$ cat config.mk
export PLATFORM = sky130hd
export DESIGN_NAME = snax_gemm_tile_seq
export DESIGN_NICKNAME = d
export VERILOG_FILES = /design/src/rtl/snax_gemm_seq_pkg.sv /design/src/rtl/snax_gemm_tile_seq_if.sv /design/src/rtl/snax_gemm_tile_agu.sv /design/src/rtl/snax_gemm_tile_seq.sv
export SDC_FILE = /design/constraint.sdc
export NUM_CORES = 2
export LEC_CHECK = 0
export CAP_MARGIN = 20
export CORE_ASPECT_RATIO = 1.2
export CORE_MARGIN = 3
export CORE_UTILIZATION = 50
export CTS_BUF_LIST = sky130_fd_sc_hd__clkbuf_8
export DETAILED_ROUTE_END_ITERATION = 8
export HOLD_SLACK_MARGIN = 0.15
export PLACE_DENSITY_LB_ADDON = 0.15
export SLEW_MARGIN = 15
export SYNTH_ARGS = -nofsm -noshare
export SYNTH_HDL_FRONTEND = slang
export SYNTH_SLANG_ARGS = --single-unit
$ cat constraint.sdc
create_clock -name clk_i -period 4.1 [get_ports clk_i]
set_input_delay 0.82 -clock clk_i [delete_from_list [all_inputs] [get_ports clk_i]]
set_output_delay 0.82 -clock clk_i [all_outputs]
set_load 0.02 [all_outputs]
$ cat src/rtl/snax_gemm_seq_pkg.sv
// Shared definitions for the GEMM tile sequencer: CSR map, FSM states and
// the address-generator configuration bundle.
package snax_gemm_seq_pkg;

  localparam logic [3:0] CSR_BASE_A     = 4'd0;
  localparam logic [3:0] CSR_BASE_B     = 4'd1;
  localparam logic [3:0] CSR_BASE_C     = 4'd2;
  localparam logic [3:0] CSR_TILES_M    = 4'd3;
  localparam logic [3:0] CSR_TILES_K    = 4'd4;
  localparam logic [3:0] CSR_TILES_N    = 4'd5;
  localparam logic [3:0] CSR_STR_AM     = 4'd6;
  localparam logic [3:0] CSR_STR_AK     = 4'd7;
  localparam logic [3:0] CSR_STR_BK     = 4'd8;
  localparam logic [3:0] CSR_STR_BN     = 4'd9;
  localparam logic [3:0] CSR_STR_CM     = 4'd10;
  localparam logic [3:0] CSR_STR_CN     = 4'd11;
  localparam logic [3:0] CSR_START      = 4'd12;
  localparam logic [3:0] CSR_STATUS     = 4'd13;
  localparam logic [3:0] CSR_TILE_COUNT = 4'd14;
  localparam logic [3:0] CSR_ABORT      = 4'd15;

  typedef enum logic [1:0] {
    ST_IDLE  = 2'd0,
    ST_ISSUE = 2'd1,
    ST_WAIT  = 2'd2
  } state_e;

  typedef struct packed {
    logic [31:0] base_a;
    logic [31:0] base_b;
    logic [31:0] base_c;
    logic [31:0] str_am;
    logic [31:0] str_ak;
    logic [31:0] str_bk;
    logic [31:0] str_bn;
    logic [31:0] str_cm;
    logic [31:0] str_cn;
  } agu_cfg_t;

  function automatic logic [31:0] status_word(input logic aborted,
                                              input logic done,
                                              input logic busy);
    return {29'b0, aborted, done, busy};
  endfunction

endpackage

$ cat src/rtl/snax_gemm_tile_seq_if.sv
// Tile command bundle between the sequencer and a GEMM engine.
// valid/ready: a command transfers on a cycle where start_valid && start_ready;
// the producer keeps start_valid and all payload stable until that cycle.
interface snax_gemm_tile_seq_if #(
  parameter int unsigned AddrWidth = 32
) ();
  logic                 start_valid;
  logic                 start_ready;
  logic [AddrWidth-1:0] addr_a;
  logic [AddrWidth-1:0] addr_b;
  logic [AddrWidth-1:0] addr_c;
  logic                 accumulate;
  logic                 done;

  modport master (
    output start_valid, addr_a, addr_b, addr_c, accumulate,
    input  start_ready, done
  );

  modport slave (
    input  start_valid, addr_a, addr_b, addr_c, accumulate,
    output start_ready, done
  );

  // Payload-only view for the address generator.
  modport agu (
    output addr_a, addr_b, addr_c, accumulate
  );
endinterface

$ cat src/rtl/snax_gemm_tile_agu.sv
// Tile loop counters (m outer, n middle, k inner) with incremental address
// generation; addresses are registers and stay 0 until init.
module snax_gemm_tile_agu
  import snax_gemm_seq_pkg::*;
#(
  parameter int unsigned AddrWidth = 32,
  parameter int unsigned CntWidth  = 8
) (
  input  logic                clk_i,
  input  logic                rst_ni,
  input  logic                init_i,
  input  logic                step_i,
  input  logic                clear_i,
  input  agu_cfg_t            cfg_i,
  input  logic [CntWidth-1:0] tiles_m_i,
  input  logic [CntWidth-1:0] tiles_k_i,
  input  logic [CntWidth-1:0] tiles_n_i,
  output logic                last_o,
  snax_gemm_tile_seq_if.agu   cmd
);

  typedef logic [AddrWidth-1:0] addr_t;

  logic [CntWidth-1:0] cnt_m_q, cnt_m_d, cnt_n_q, cnt_n_d, cnt_k_q, cnt_k_d;
  addr_t a_row_q, a_row_d, b_row_q, b_row_d, c_row_q, c_row_d;
  addr_t addr_a_q, addr_a_d, addr_b_q, addr_b_d, addr_c_q, addr_c_d;
  logic  k_last, n_last, m_last;

  assign k_last = (cnt_k_q == tiles_k_i - CntWidth'(1));
  assign n_last = (cnt_n_q == tiles_n_i - CntWidth'(1));
  assign m_last = (cnt_m_q == tiles_m_i - CntWidth'(1));
  assign last_o = k_last && n_last && m_last;

  // Row registers hold BaseA+m*StrAm, BaseB+n*StrBn and BaseC+m*StrCm so every
  // step is a single add per operand.
  always_comb begin
    cnt_m_d  = cnt_m_q;
    cnt_n_d  = cnt_n_q;
    cnt_k_d  = cnt_k_q;
    a_row_d  = a_row_q;
    b_row_d  = b_row_q;
    c_row_d  = c_row_q;
    addr_a_d = addr_a_q;
    addr_b_d = addr_b_q;
    addr_c_d = addr_c_q;
    if (clear_i) begin
      cnt_m_d  = '0;
      cnt_n_d  = '0;
      cnt_k_d  = '0;
      a_row_d  = '0;
      b_row_d  = '0;
      c_row_d  = '0;
      addr_a_d = '0;
      addr_b_d = '0;
      addr_c_d = '0;
    end else if (init_i) begin
      cnt_m_d  = '0;
      cnt_n_d  = '0;
      cnt_k_d  = '0;
      a_row_d  = addr_t'(cfg_i.base_a);
      b_row_d  = addr_t'(cfg_i.base_b);
      c_row_d  = addr_t'(cfg_i.base_c);
      addr_a_d = addr_t'(cfg_i.base_a);
      addr_b_d = addr_t'(cfg_i.base_b);
      addr_c_d = addr_t'(cfg_i.base_c);
    end else if (step_i) begin
      if (!k_last) begin
        cnt_k_d  = cnt_k_q + CntWidth'(1);
        addr_a_d = addr_a_q + addr_t'(cfg_i.str_ak);
        addr_b_d = addr_b_q + addr_t'(cfg_i.str_bk);
      end else if (!n_last) begin
        cnt_k_d  = '0;
        cnt_n_d  = cnt_n_q + CntWidth'(1);
        b_row_d  = b_row_q + addr_t'(cfg_i.str_bn);
        addr_a_d = a_row_q;
        addr_b_d = b_row_d;
        addr_c_d = addr_c_q + addr_t'(cfg_i.str_cn);
      end else begin
        cnt_k_d  = '0;
        cnt_n_d  = '0;
        cnt_m_d  = cnt_m_q + CntWidth'(1);
        a_row_d  = a_row_q + addr_t'(cfg_i.str_am);
        b_row_d  = addr_t'(cfg_i.base_b);
        c_row_d  = c_row_q + addr_t'(cfg_i.str_cm);
        addr_a_d = a_row_d;
        addr_b_d = b_row_d;
        addr_c_d = c_row_d;
      end
    end
  end

  always_ff @(posedge clk_i) begin
    if (!rst_ni) begin
      cnt_m_q  <= '0;
      cnt_n_q  <= '0;
      cnt_k_q  <= '0;
      a_row_q  <= '0;
      b_row_q  <= '0;
      c_row_q  <= '0;
      addr_a_q <= '0;
      addr_b_q <= '0;
      addr_c_q <= '0;
    end else begin
      cnt_m_q  <= cnt_m_d;
      cnt_n_q  <= cnt_n_d;
      cnt_k_q  <= cnt_k_d;
      a_row_q  <= a_row_d;
      b_row_q  <= b_row_d;
      c_row_q  <= c_row_d;
      addr_a_q <= addr_a_d;
      addr_b_q <= addr_b_d;
      addr_c_q <= addr_c_d;
    end
  end

  assign cmd.addr_a     = addr_a_q;
  assign cmd.addr_b     = addr_b_q;
  assign cmd.addr_c     = addr_c_q;
  assign cmd.accumulate = (cnt_k_q != '0);

endmodule

$ cat src/rtl/snax_gemm_tile_seq.sv
// CSR-programmed GEMM tile sequencer: walks an M x N x K tile loop and issues
// one start command per tile, waiting for the engine's done pulse in between.
module snax_gemm_tile_seq
  import snax_gemm_seq_pkg::*;
#(
  parameter int unsigned AddrWidth = 32,
  parameter int unsigned CntWidth  = 8
) (
  input  logic                 clk_i,
  input  logic                 rst_ni,
  input  logic                 csr_valid_i,
  output logic                 csr_ready_o,
  input  logic                 csr_write_i,
  input  logic [3:0]           csr_addr_i,
  input  logic [31:0]          csr_wdata_i,
  output logic                 csr_rvalid_o,
  output logic [31:0]          csr_rdata_o,
  output logic                 gemm_start_valid_o,
  input  logic                 gemm_start_ready_i,
  output logic [AddrWidth-1:0] gemm_addr_a_o,
  output logic [AddrWidth-1:0] gemm_addr_b_o,
  output logic [AddrWidth-1:0] gemm_addr_c_o,
  output logic                 gemm_accumulate_o,
  input  logic                 gemm_done_i,
  output logic                 busy_o
);

  snax_gemm_tile_seq_if #(.AddrWidth(AddrWidth)) cmd_if ();

  state_e              state_q, state_d;
  agu_cfg_t            cfg_q;
  logic [CntWidth-1:0] tiles_m_q, tiles_k_q, tiles_n_q;
  logic                done_q, aborted_q, abort_pend_q;
  logic [31:0]         tile_cnt_q;
  logic                rvalid_q;
  logic [31:0]         rdata_q, rd_mux;

  logic busy, csr_wr, csr_rd, cfg_wr, start_wr, abort_wr, abort_now, bounds_ok;
  logic agu_init, agu_step, agu_clear, agu_last, tile_done;

  assign busy      = (state_q != ST_IDLE);
  assign csr_wr    = csr_valid_i && csr_write_i;
  assign csr_rd    = csr_valid_i && !csr_write_i;
  assign cfg_wr    = csr_wr && !busy;
  assign start_wr  = cfg_wr && (csr_addr_i == CSR_START);
  assign abort_wr  = csr_wr && busy && (csr_addr_i == CSR_ABORT);
  assign abort_now = abort_pend_q || abort_wr;
  assign bounds_ok = (tiles_m_q != '0) && (tiles_k_q != '0) && (tiles_n_q != '0);
  assign tile_done = (state_q == ST_WAIT) && cmd_if.done;

  always_comb begin
    state_d   = state_q;
    agu_init  = 1'b0;
    agu_step  = 1'b0;
    agu_clear = 1'b0;
    case (state_q)
      ST_IDLE: begin
        if (start_wr && bounds_ok) begin
          state_d  = ST_ISSUE;
          agu_init = 1'b1;
        end
      end
      ST_ISSUE: begin
        if (cmd_if.start_ready) state_d = ST_WAIT;
      end
      ST_WAIT: begin
        if (cmd_if.done) begin
          if (agu_last || abort_now) begin
            state_d   = ST_IDLE;
            agu_clear = 1'b1;
          end else begin
            state_d  = ST_ISSUE;
            agu_step = 1'b1;
          end
        end
      end
      default: begin
        state_d   = ST_IDLE;
        agu_clear = 1'b1;
      end
    endcase
  end

  always_ff @(posedge clk_i) begin
    if (!rst_ni) state_q <= ST_IDLE;
    else         state_q <= state_d;
  end

  always_comb begin
    rd_mux = '0;
    case (csr_addr_i)
      CSR_BASE_A:     rd_mux = cfg_q.base_a;
      CSR_BASE_B:     rd_mux = cfg_q.base_b;
      CSR_BASE_C:     rd_mux = cfg_q.base_c;
      CSR_TILES_M:    rd_mux = 32'(tiles_m_q);
      CSR_TILES_K:    rd_mux = 32'(tiles_k_q);
      CSR_TILES_N:    rd_mux = 32'(tiles_n_q);
      CSR_STR_AM:     rd_mux = cfg_q.str_am;
      CSR_STR_AK:     rd_mux = cfg_q.str_ak;
      CSR_STR_BK:     rd_mux = cfg_q.str_bk;
      CSR_STR_BN:     rd_mux = cfg_q.str_bn;
      CSR_STR_CM:     rd_mux = cfg_q.str_cm;
      CSR_STR_CN:     rd_mux = cfg_q.str_cn;
      CSR_STATUS:     rd_mux = status_word(aborted_q, done_q, busy);
      CSR_TILE_COUNT: rd_mux = tile_cnt_q;
      default:        rd_mux = '0;
    endcase
  end

  // Later assignments win: a tile completion that ends the run must also
  // clear an abort request arriving in the same cycle.
  always_ff @(posedge clk_i) begin
    if (!rst_ni) begin
      cfg_q        <= '0;
      tiles_m_q    <= '0;
      tiles_k_q    <= '0;
      tiles_n_q    <= '0;
      done_q       <= 1'b0;
      aborted_q    <= 1'b0;
      abort_pend_q <= 1'b0;
      tile_cnt_q   <= '0;
      rvalid_q     <= 1'b0;
      rdata_q      <= '0;
    end else begin
      if (cfg_wr) begin
        case (csr_addr_i)
          CSR_BASE_A:  cfg_q.base_a <= csr_wdata_i;
          CSR_BASE_B:  cfg_q.base_b <= csr_wdata_i;
          CSR_BASE_C:  cfg_q.base_c <= csr_wdata_i;
          CSR_TILES_M: tiles_m_q    <= csr_wdata_i[CntWidth-1:0];
          CSR_TILES_K: tiles_k_q    <= csr_wdata_i[CntWidth-1:0];
          CSR_TILES_N: tiles_n_q    <= csr_wdata_i[CntWidth-1:0];
          CSR_STR_AM:  cfg_q.str_am <= csr_wdata_i;
          CSR_STR_AK:  cfg_q.str_ak <= csr_wdata_i;
          CSR_STR_BK:  cfg_q.str_bk <= csr_wdata_i;
          CSR_STR_BN:  cfg_q.str_bn <= csr_wdata_i;
          CSR_STR_CM:  cfg_q.str_cm <= csr_wdata_i;
          CSR_STR_CN:  cfg_q.str_cn <= csr_wdata_i;
          default: ;
        endcase
      end
      if (start_wr) begin
        if (bounds_ok) begin
          done_q       <= 1'b0;
          aborted_q    <= 1'b0;
          abort_pend_q <= 1'b0;
          tile_cnt_q   <= '0;
        end else begin
          done_q <= 1'b1;
        end
      end
      if (abort_wr) abort_pend_q <= 1'b1;
      if (tile_done) begin
        if (tile_cnt_q != '1) tile_cnt_q <= tile_cnt_q + 32'd1;
        if (agu_last || abort_now) begin
          done_q       <= 1'b1;
          aborted_q    <= abort_now;
          abort_pend_q <= 1'b0;
        end
      end
      rvalid_q <= csr_rd;
      rdata_q  <= csr_rd ? rd_mux : '0;
    end
  end

  snax_gemm_tile_agu #(
    .AddrWidth(AddrWidth),
    .CntWidth (CntWidth)
  ) u_agu (
    .clk_i    (clk_i),
    .rst_ni   (rst_ni),
    .init_i   (agu_init),
    .step_i   (agu_step),
    .clear_i  (agu_clear),
    .cfg_i    (cfg_q),
    .tiles_m_i(tiles_m_q),
    .tiles_k_i(tiles_k_q),
    .tiles_n_i(tiles_n_q),
    .last_o   (agu_last),
    .cmd      (cmd_if)
  );

  assign cmd_if.start_valid = (state_q == ST_ISSUE);
  assign cmd_if.start_ready = gemm_start_ready_i;
  assign cmd_if.done        = gemm_done_i;

  assign csr_ready_o        = 1'b1;
  assign csr_rvalid_o       = rvalid_q;
  assign csr_rdata_o        = rdata_q;
  assign gemm_start_valid_o = cmd_if.start_valid;
  assign gemm_addr_a_o      = cmd_if.addr_a;
  assign gemm_addr_b_o      = cmd_if.addr_b;
  assign gemm_addr_c_o      = cmd_if.addr_c;
  assign gemm_accumulate_o  = cmd_if.accumulate;
  assign busy_o             = busy;

endmodule

* Yosys cells after proc, flatten, opt, wreduce, memory -nomap -nowiden
Cells that the tools add are included.
Widths: inputs -> output; s select.
** Operators by class
- Add/sub/neg operators :: 13
- Eq/ne operators :: 24
- Muxes and demuxes :: 55
- Bitwise logic cells :: 1
- Reductions and logical operators :: 47
** Operators by type and width (count)
- $mux 32 :: 26
- $pmux 32 s14 :: 1
- $add 32x32->32 :: 6
- $add 32x1->32 const B :: 1
- $eq 4x4->1 const B :: 8
- $ne 32x32->1 const B :: 1
- $reduce_bool 8->1 :: 4
- $reduce_and 2->1 :: 15
- $add 8x1->8 const B :: 3
- $eq 8x8->1 :: 3
- $sub 8x1->8 const B :: 3
- $mux 1 :: 21
- $eq 4x3->1 const B :: 4
- $mux 8 :: 2
- $logic_and 1x1->1 :: 12
- $reduce_and 3->1 :: 3
- $eq 4x2->1 const B :: 2
- $reduce_bool 2->1 :: 4
- $mux 2 :: 3
- $pmux 2 s3 :: 1
- $eq 4x1->1 const B :: 1
- $logic_not 4->1 :: 1
- $ne 2x2->1 const B :: 2
- $reduce_or 2->1 :: 2
- other kinds (9) :: 11
** Storage, ports and cells
- Register bits after elaboration :: 598
- Bits of input ports :: 42
- Output and inout port bits :: 133
- Word-level logic and storage cells :: 168

* Depth between registers and ports, before layout
- Word-level depth :: 10
- Mapped depth :: 15
- Depth with buffers taken out :: 13

* Modules after synthesis
Synthesis repeated with hierarchy kept, for this count alone.
** Unflattened totals
- Cells, all modules :: 4586
- Area, all modules :: 35541.6 um^2
** Modules (own cells, without submodules)
- snax_gemm_tile_agu :: times used 1, cells each 2603, area an instance 19932.9 um^2, seq. area each 4324.1 um^2
- snax_gemm_tile_seq :: times used 1, cells each 1983, area an instance 15608.7 um^2, seq. area each 7647.3 um^2

* Worst setup path after synthesis
No wires, ideal clock.
- Kind :: register to register
- Start :: register tiles_m_q[0]
- End :: register u_agu.addr_a_q[31] (netlist: u_agu.cmd.addr_a[31])
- Setup time :: 0.079 ns
- Arrival time :: 3.105 ns
- Data required time :: 4.021 ns
- Path slack :: 0.917 ns
- Cell stages (with the launch flop) :: 15
- Path buffers :: 2
- Period minus slack after synthesis :: 3.183 ns
- Cell sequence :: dfxtp_1 > clkbuf_1 > inv_1 > ha_1 > clkbuf_1 > nand2_1 > mux2i_1 > and2_1 > o311ai_2 > nor3_4 > a311oi_4 > nand2_1 > or2_1 > o32a_1 > o211ai_1
** Between the ends
- Word-level cells in the longest chain between the ends :: 8
- Elaborated cells on any way between the ends :: 19
- Those cells by class :: 1 x add/sub; 1 x eq/ne; 9 x mux; 8 x reduce/logical
** Ends and longest elaborated chain
- from (decl) :: line snax_gemm_tile_seq.sv:32 : logic [CntWidth-1:0] tiles_m_q, tiles_k_q, tiles_n_q;
- from (signal assigned) :: line snax_gemm_tile_seq.sv:130 : CSR_TILES_M: tiles_m_q <= csr_wdata_i[CntWidth-1:0];
- $sub 8x1->8 :: line snax_gemm_tile_agu.sv:31 : assign m_last = (cnt_m_q == tiles_m_i - CntWidth'(1));
- $eq 8x8->1 :: line snax_gemm_tile_agu.sv:31
- $logic_and 1x1->1 :: line snax_gemm_tile_agu.sv:32 : assign last_o = k_last && n_last && m_last;
- $logic_or 1x1->1 :: line snax_gemm_tile_seq.sv:68 : if (agu_last || abort_now) begin
- $mux 1 :: line snax_gemm_tile_seq.sv:68
- $mux 1 :: line snax_gemm_tile_seq.sv:67 : if (cmd_if.done) begin
- $pmux 1 s2 / $mux 1 (equally long branches) :: line snax_gemm_tile_seq.sv:56 : case (state_q)
- $reduce_or 2->1 (no source line) / $reduce_bool 2->1 (equally long branches)
- to (signal assigned) :: line snax_gemm_tile_agu.sv:110 : addr_a_q <= addr_a_d;
- to (decl) :: line snax_gemm_tile_agu.sv:26 : addr_t addr_a_q, addr_a_d, addr_b_q, addr_b_d, addr_c_q, addr_c_d;
Parallel ways exist; a longest one is shown, timed or not.
A chain may end at the register's enable or synchronous reset.

* Worst setup path after layout
- Start :: register tiles_m_q[1]
- End :: register u_agu.addr_a_q[27] (netlist: u_agu.cmd.addr_a[27])
The elaborated chain is that of the path after synthesis.

==> impl_metrics.tcl <==
set metrics [dict create \
    synth_area_mm2 0.0358 \
    synth.distinct_cells 93 \
    report.final.slew_viol_count 0 \
    yosysMostFrequentCell "nand2_1" \
    yosysWarnings 0 \
    whs_endpoint "aborted_q$_SDFF_PN0_" \
    design_area_mm2 0.0410 \
    io_buffers 173 \
    clkTransAtPathRegs_ps 70 \
    syn-num-nets 4773 \
    core_area_mm2 0.0703 \
    hold_ws_ps 419 \
    cts_buffers 101 \
    synth_common_cells "940 x nand2_1, 598 x dfxtp_1, 310 x a21boi_0" \
    hp-class "input port to flip-flop" \
    layout.nets 4874 \
    die_w_um 250 \
    drtPass1Iterations 8 \
    intPower_mw 8.95 \
    p_switching_mw 3.11 \
    async_flop_share_pct 0 \
    grtUsageMet2_pct 56.4 \
    antenna_found_initial 7 \
    ys_ff_latch 598 \
    min_from "rst_ni" \
    clock_latency_ps 760 \
    overflow 0 \
    grt_pass1_vias 33683 \
    clkPwrFrac_pct 47.0 \
    relSlewSlack_pct 27.7 \
    fin_skew_ps 48.3 \
    syn_to_final_growth_pct 14.4 \
    htreeDepth 3 \
    hold_viol 0 \
    worstMarginPinSlew_ps 1080 \
    yosys-top-cells-area "dfxtp_1 33%, nand2_1 9.9%, ha_1 6.9%, a21boi_0 6.5%, a21oi_1 4.1%" \
    synth_edf_count 0 \
    groute.layer.met3.usage_pct 6.27 \
    crit_path_max_fanout 11 \
    synth_cells 4528 \
    grt_setup_unrepaired "false" \
    fmax_ghz 0.257 \
    via_count 36378 \
    die_y_um 299 \
    placed_area_mm2 0.0389 \
    r2r_start "tiles_m_q[1]$_SDFFE_PN0P_" \
    cts_resized 0 \
    synth-main-ff-cell "dfxtp_1" \
    clockBufferDepth 3 \
    r2r_slack_ps 220 \
    clkSinkCount 598 \
    cap_viol_max_count 0 \
    vias_per_cell 6.46 \
    p_leak_nw 15.7 \
    cp_data_required_time_ps 4770 \
    period_share_pct 94.7 \
    critPathLaunchType "flip-flop" \
    pwr-share-seq_pct 48.7 \
    gp_congestion 0.979 \
    row_count 106 \
    initial_core_util_pct 50.9 \
    grt_start_max_net_pins 200 \
    end_kind "flip-flop" \
    grt_pass1_wl_um 213000 \
    yosys.area.top_type "dfxtp_1" \
    setup_ws_ps 216 \
    syn_area_per_cell_um2 7.91 \
    p_comb_share_pct 4.3 \
    setup_viol 0 \
    drtIter0Drc 4275 \
    postCtsSetupRepairBufs 0 \
    hold-path-cell-count 2 \
    dp.final_hpwl_um 106000 \
    postCtsHoldBufs 0 \
    use_met1_pct 51.8 \
    status "finished clean" \
    synth_top_area_share_pct 33.4 \
    reg2reg_to "u_agu.cmd.addr_a[27]$_SDFFE_PP0P_" \
    dieArea_mm2 0.0749 \
    vdd_drop_max_mv 0.231 \
    wl_per_cell_um 25.6 \
    top_usage_layer "met2" \
    fin_crit_ps 3880 \
    r2r_cells 12 \
    drc 0 \
    crit_arrival_ps 4550 \
    p_sw_share_pct 25.8 \
    cts_root_buf "clkbuf_8" \
    grt.total_usage_pct 37.0 \
    wl_um 144000 \
    tritoncts "yes" \
    path_class "flip-flop to flip-flop" \
    drive_gt1_share_pct 7.32 \
    p_per_area_mw_per_mm2 294 \
    ios 175 \
    dp_worst_setup_slack_ps -12.8 \
    yosysSeqAreaShare_pct 33.4 \
    ant_nets 0 \
]
-- cell type report --
cell class | count | area (um2)
antenna | 2 | 5.00
clock buffer | 132 | 1820
clock inverter | 55 | 292
fill | 6616 | 29300
inverter | 74 | 278
multi-input combinational | 3554 | 22500
sequential | 598 | 12000
tap | 918 | 1150
timing repair buffer | 300 | 2980
-- worst max-delay path, cell delays in order (launching register included) --
cell and delay [ps]:
dfxtp_1 530, inv_1 120, ha_1 320, nand2_1 110, mux2i_1 60, and2_1 190
o311ai_2 570, nor3_4 170, a311o_2 610, nor2_1 490, nand2_1 310, o21ai_1 200
a31o_1 100
-- power groups by stage --
stage / Clock, mW / Sequential [mW] / Combinational (mW)
2_1_floorplan: 0 / 5.98 / 0.286
3_3_place_gp: 0 / 6.00 / 0.500
3_5_place_dp: 0 / 6.00 / 0.500
4_1_cts: 5.68 / 5.87 / 0.501
5_1_grt: 5.94 / 5.87 / 0.536
6_report: 5.66 / 5.87 / 0.520
-- state kept, by name (all words and copies together), names as in the netlist, 32 cells and up --
signal	count
tile_cnt_q	32
u_agu.a_row_q	32
cfg_q	288
u_agu.cmd.addr_b	32
csr_rdata_o	32
u_agu.b_row_q	32
u_agu.cmd.addr_c	32
u_agu.cmd.addr_a	32
u_agu.c_row_q	32
-- worst max path at each step --
stage / startpoint / end / slack, ps
after detailed placement: csr_valid_i / u_agu.cmd.addr_a[27]$_SDFFE_PP0P_ / -10
after global placement: csr_addr_i[1] / u_agu.cmd.addr_b[30]$_SDFFE_PP0P_ / -250
after global routing: tiles_m_q[0]$_SDFFE_PN0P_ / u_agu.cmd.addr_a[27]$_SDFFE_PP0P_ / 30
after CTS: tiles_m_q[0]$_SDFFE_PN0P_ / u_agu.cmd.addr_a[27]$_SDFFE_PP0P_ / 280
after floorplan: tiles_m_q[0]$_SDFFE_PN0P_ / u_agu.cmd.addr_a[31]$_SDFFE_PP0P_ / 920
final: tiles_m_q[1]$_SDFFE_PN0P_ / u_agu.cmd.addr_a[27]$_SDFFE_PP0P_ / 220
-- per-stage QoR --
| stage | TNS, ps | total power, mW | instances | utilization [%] |
|---|---|---|---|---|
| final | 0 | 12.1 | 5633 | 58.3 |
| after global routing | 0 | 12.3 | 5633 | 58.3 |
| after CTS | 0 | 12.1 | 5631 | 58.3 |
| after detailed placement | -12.8 | 6.50 | 5444 | 55.3 |
| after global placement | -1990 | 6.50 | 5443 | 55.2 |
| after floorplan | 0 | 6.26 | 4528 | - |
-- placed cells by master (no fill, tap or decap), types with 13 or more instances in the layout --
cell type	netlist	final
clkdlybuf4s50_1	0	172
a31oi_1	97	97
o22ai_1	13	13
mux2i_1	31	31
a21boi_0	310	310
a211o_1	18	18
and2_1	20	21
nand4_1	45	45
a21o_1	103	103
xor2_1	94	94
a211oi_1	27	27
nand2b_1	34	34
nor3_1	54	45
and3_1	34	33
o21a_1	42	42
ha_1	197	197
a22o_1	70	70
a221oi_1	64	64
buf_12	0	23
o21bai_1	22	22
a22oi_1	133	133
nor2b_1	40	40
o31ai_1	21	20
o21ai_1	24	24
nor2_1	235	229
clkbuf_8	0	133
or3_1	25	25
xnor2_1	125	125
nand2_1	940	940
nor4_1	15	13
buf_4	4	104
a21oi_1	294	294
o21ai_0	125	125
dfxtp_1	598	598
nand3_1	92	92
o211ai_1	22	22
inv_1	74	109
-- metal layers --
| layer | routed length, um | vias up | share of wire, % |
|---|---|---|---|
| met5 | 13 | - | 0.0090 |
| met4 | 6110 | 2 | 4.2 |
| met3 | 15800 | 335 | 11 |
| met2 | 61600 | 2070 | 43 |
| met1 | 60600 | 17442 | 42 |
| li1 | - | 16529 | - |
-- logic make-up after synthesis --
family                     after synthesis  synth area share [%]
buffers and inverters                  376                  4.15
other                                    1                0.0105
muxes                                   43                  1.24
DFF                                    598                  33.4
and+or+nand+nor                       1594                  19.5
adders and majority gates              203                  7.22
xor gates and xnor gates               219                  5.36
AOI/OAI and AO/OA                     1494                  29.1
No activity file was read; power rests on OpenSTA's default activity.
